### config.mk
export PLATFORM = sky130hd
export DESIGN_NAME = idelay_load_seq
export DESIGN_NICKNAME = d
export VERILOG_FILES = /design/src/rtl/idelay_load_seq.sv
export SDC_FILE = /design/constraint.sdc
export NUM_CORES = 1
export LEC_CHECK = 0
export CELL_PAD_IN_SITES_DETAIL_PLACEMENT = 1
export CELL_PAD_IN_SITES_GLOBAL_PLACEMENT = 2
export CORE_ASPECT_RATIO = 0.5
export CORE_UTILIZATION = 25
export DETAILED_ROUTE_END_ITERATION = 16
export PLACE_DENSITY_LB_ADDON = 0.1
export SYNTH_ARGS = -nofsm -noshare
export SYNTH_HDL_FRONTEND = slang
export SYNTH_SLANG_ARGS = --single-unit
### constraint.sdc
create_clock -name clk -period 2.79 [get_ports clk]
set_input_delay 0.4185 -clock clk [delete_from_list [all_inputs] [get_ports clk]]
set_output_delay 0.4185 -clock clk [all_outputs]
set_load 0.02 [all_outputs]
### src/rtl/idelay_load_seq.sv
// Shadow delay words per lane; on apply, loads dirty lanes one per cycle
// over a shared bus, then issues one common set strobe.
module idelay_load_seq #(
  parameter int NUM_LANES   = 8,
  parameter int LANE_AW     = 3,
  parameter int DELAY_VALUE = 0
) (
  input  logic                 clk,
  input  logic                 rst,
  input  logic                 cmd_we,
  input  logic [LANE_AW-1:0]   cmd_addr,
  input  logic [7:0]           cmd_data,
  input  logic                 cmd_apply,
  input  logic                 err_clr,
  output logic                 busy,
  output logic                 done,
  output logic                 err_fine,
  output logic [7:0]           dly_data,
  output logic [NUM_LANES-1:0] dly_ld,
  output logic                 dly_set
);

  typedef enum logic [1:0] {
    IDLE,
    RUN,
    SET,
    FIN
  } state_t;

  localparam logic [7:0] RST_WORD = 8'(DELAY_VALUE);
  localparam logic [LANE_AW-1:0] LAST = LANE_AW'(NUM_LANES - 1);

  state_t state, state_nx;

  logic [7:0]           shadow [NUM_LANES];
  logic [NUM_LANES-1:0] dirty;
  logic [LANE_AW-1:0]   idx;
  logic                 pending;
  logic                 any_ld;
  logic                 wr_ok;
  logic                 fine_bad;
  logic [7:0]           wr_word;
  logic                 start;

  assign wr_ok    = cmd_we && (32'(cmd_addr) < 32'(NUM_LANES));
  assign fine_bad = cmd_data[2:0] > 3'd4;
  assign wr_word  = fine_bad ? {cmd_data[7:3], 3'd4} : cmd_data;
  assign start    = (state == IDLE) && (cmd_apply || pending);
  assign busy     = (state != IDLE);

  always_ff @(posedge clk) begin
    if (!rst) state <= IDLE;
    else      state <= state_nx;
  end

  always_comb begin
    state_nx = state;
    unique case (state)
      IDLE: if (start) state_nx = RUN;
      RUN:  if (idx == LAST) state_nx = SET;
      SET:  state_nx = FIN;
      FIN:  state_nx = IDLE;
      default: state_nx = IDLE;
    endcase
  end

  always_ff @(posedge clk) begin
    if (!rst) begin
      for (int i = 0; i < NUM_LANES; i++) shadow[i] <= RST_WORD;
      dirty    <= '0;
      idx      <= '0;
      pending  <= 1'b0;
      any_ld   <= 1'b0;
      err_fine <= 1'b0;
      done     <= 1'b0;
      dly_set  <= 1'b0;
      dly_ld   <= '0;
      dly_data <= RST_WORD;
    end else begin
      dly_ld  <= '0;
      dly_set <= 1'b0;
      done    <= 1'b0;

      if (wr_ok) begin
        shadow[cmd_addr] <= wr_word;
        dirty[cmd_addr]  <= 1'b1;
      end

      // a new violation wins over a simultaneous clear
      if (wr_ok && fine_bad) err_fine <= 1'b1;
      else if (err_clr)      err_fine <= 1'b0;

      if (state == IDLE) begin
        if (start) begin
          idx     <= '0;
          any_ld  <= 1'b0;
          pending <= 1'b0;
        end
      end else if (cmd_apply) begin
        pending <= 1'b1;
      end

      unique case (state)
        RUN: begin
          if (dirty[idx]) begin
            dly_ld   <= NUM_LANES'(1) << idx;
            dly_data <= shadow[idx];
            any_ld   <= 1'b1;
            // a same-cycle write keeps the lane dirty for the next pass
            if (!(wr_ok && cmd_addr == idx)) dirty[idx] <= 1'b0;
          end
          idx <= idx + 1'b1;
        end
        SET: dly_set <= any_ld;
        FIN: done    <= 1'b1;
        default: ;
      endcase
    end
  end

endmodule

==> impl_metrics.csv <==
group,metric,value,unit
status,status,"finished with violations",
status,violations,"design-rule violations",
floorplan,pin_count,36,
job,maxCapViolations,0,
cells_and_area,drive_above_1_share,0.140,
worst_hold_path,hp-start,"dly_data[0]$_SDFFE_PN0P_",
worst_setup_path,cp.required,3030,ps
cells_and_area,area_growth,21.3,%
clocking,cts-buffers-inserted,9,
route,num_vias,3144,
worst_setup_path,worstPathMaxFanout,14,
synthesis,yosysSeqAreaShare,0.574,
floorplan,die_area,18700,µm²
route,m1WireLength,7.02,mm
worst_hold_path,min_to,"dly_data[0]$_SDFFE_PN0P_",
floorplan,die_w,192,µm
route,wl_met3,720,µm
clocking,ctsResizeCount,0,
worst_hold_path,hold_class,"flop to flop",
route,top_layer,"met4",
route,drc,5,
floorplan,rows,34,
synthesis,synth_cell_types,46,
synthesis,netlist_area,4540,µm²
cells_and_area,final_cell_mix,"64 x edfxtp_1, 37 x and2_1, 35 x nor2_1, 35 x clkdlybuf4s50_1, 34 x dfxtp_1",
worst_hold_path,hold_depth,2,
clocking,cts_tree,"yes",
clocking,htreeDepth,3,
timing,timing.fmax,440,MHz
place,hpwl,10.4,mm
clocking,ctsHoldBuffers,0,
timing,drv_slew,0,
clocking,clk_latency,350,ps
grt,grt_antenna_before_repair,0,
route,final_antenna_net_count,0,
timing,setup-violations-final,0,
power_and_ir_drop,ir_drop,0.311,mV
clocking,cts_sinks,98,
timing,final.setup.tns,0,ps
cells_and_area,fin_nets,456,
route,dr.pass1.iters,10,
timing,hold_viol_final,0,
clocking,post_cts_buffers,0,
timing,worst_slack,519,ps
place,place_inst,653,
cells_and_area,stdcell_count,669,
place,globalplace.congestion,0.806,
worst_setup_path,endpoint_kind,"flop",
grt,grt_pass1_wl,21.3,mm
worst_setup_path,r2r-start,"idx[0]$_SDFFE_PN0P_",
synthesis,async_flop_share,0,
timing,fin_worst_skew,11.3,ps
route,viasPerCell,4.70,
route,wl_per_cell,20.8,µm
route,routed_wl,13.9,mm
synthesis,synthCells,388,
clocking,clock-root-buffer,"clkbuf_16",
cells_and_area,postLayoutCoreUtil,0.313,
timing,period_needed,2270,ps
clocking,clk_pin_slew,70,ps
synthesis,syn_avg_cell_area,11.7,µm²
place,placed_cell_area,5180,µm²
cells_and_area,final_common_cell,"edfxtp_1",
place,dpl_worst_slack,286,ps
worst_setup_path,path_class,"flop to flop",
power_and_ir_drop,p_per_area,694,nW/µm²
synthesis,ys_warn_count,0,
clocking,clockBufferDepth,2,
worst_setup_path,cp-start-kind,"flop",
grt,grt_pass1_vias,3279,
cells_and_area,stdcell_area,5500,µm²
grt,grt_overflow,0,
timing,tightest_slew,789,ps
floorplan,dieHeight,97.2,µm
route,wl_met2,6.10,mm
worst_setup_path,timing.rr.end,"dly_data[6]$_SDFFE_PN0P_",
timing,rsz0062_at_grt,"no",
worst_setup_path,ff2ff_setup_slack,520,ps
synthesis,synth_edf_count,64,
floorplan,start_util,0.258,
cells_and_area,num_antenna_cells,0,
timing,slew-limit-headroom,0.472,
synthesis,yosys_most_used_dff,"edfxtp_1",
worst_setup_path,worstPathArrival,2510,ps
floorplan,core_area,17600,µm²
timing,fin_crit_sh,0.814,
grt,grt_max_degree,21,
synthesis,synth_nets,414,
grt,grtUsageTotal,0.158,
power_and_ir_drop,p_leak,1.98,nW
route,drt_iter0_drc,171,
place,io_buffers,35,
worst_setup_path,worstRegToRegCells,5,
synthesis,synth_seq_cells,98,
worst_setup_path,critPathLaunch,"idx[0]$_SDFFE_PN0P_",
## layout make-up
cell class,instances,area (µm²)
Multi-Input combinational cell,254,1730
Tap cell,234,293
Sequential cell,98,2600
Clock inverter,6,88.8
Clock buffer,10,229
Fill cell,1937,12100
Inverter,7,26.3
Timing Repair Buffer,60,538
## synthesized netlist by cell type, drive strengths merged (6+ instances only)
master,count,share of area
a211oi,6,0.013
a21oi,15,0.017
a221oi,6,0.016
a31oi,6,0.0083
and2,39,0.054
and3,22,0.030
buf,17,0.030
clkbuf,12,0.010
dfxtp,34,0.15
edfxtp,64,0.42
ha,10,0.028
inv,7,0.0058
mux2,9,0.022
mux2i,15,0.033
nand2,11,0.0091
nand2b,9,0.012
nor2,35,0.029
nor2b,6,0.0099
nor3,17,0.020
o21ai,22,0.024
## power breakdown
part / internal [mW] / switching (mW)
registers: 1.64 / 0.0721
clock network: 0.790 / 0.559
logic: 0.282 / 0.468
## worst max path at each step
| stage | end | slack [ps] |
|---|---|---|
| final | dly_data[6]$_SDFFE_PN0P_ | 520 |
| after global placement | shadow[1][2]$_SDFFCE_PN0P_ | 290 |
| after detailed placement | shadow[1][7]$_SDFFCE_PN0P_ | 290 |
| after global routing | dirty[0]$_SDFF_PN0_ | 410 |
| after CTS | dly_data[6]$_SDFFE_PN0P_ | 550 |
| after floorplan | shadow[3][0]$_SDFFCE_PN0P_ | 840 |
## routing by layer
| metal | track usage | vias to the layer above |
|---|---|---|
| li1 | - | 1485 |
| met1 | 0.235 | 1598 |
| met2 | 0.233 | 53 |
| met3 | 0.0361 | 8 |
| met4 | 0.0291 | 0 |
| met5 | 0 | - |
## kinds of logic (layout without fill, tap and decap cells)
logic type	after synthesis	count (layout)	synth area share
multiplexers	26	26	0.0654
XOR/XNOR	3	3	0.00579
adder cells (fa/ha/maj)	10	10	0.0276
flip-flops	98	98	0.574
AO/OA/AOI/OAI	70	70	0.106
AND/OR/NAND/NOR	145	145	0.175
buffers and inverters	36	83	0.0458
## stage by stage
stage               power [mW]  hold slack [ps]
CTS                       3.86              469
finish                    3.82              467
global placement          2.49              457
global route              4.00              499
floorplan                 2.20              447
detailed placement        2.50              458
## critical path, stage by stage, from the launching register on
cell and delay (ps):
dfxtp_1 610, buf_4 310, nor2_1 190, a221oi_1 660
o221ai_1 240, o211a_1 160
## state kept, by name, indices dropped and copies added (netlist names), 2 cells and up
register,flops
shadow,64
dirty,8
dly_data,8
dly_ld,8
idx,3
state,2
Power figures use the tool's default switching activity.
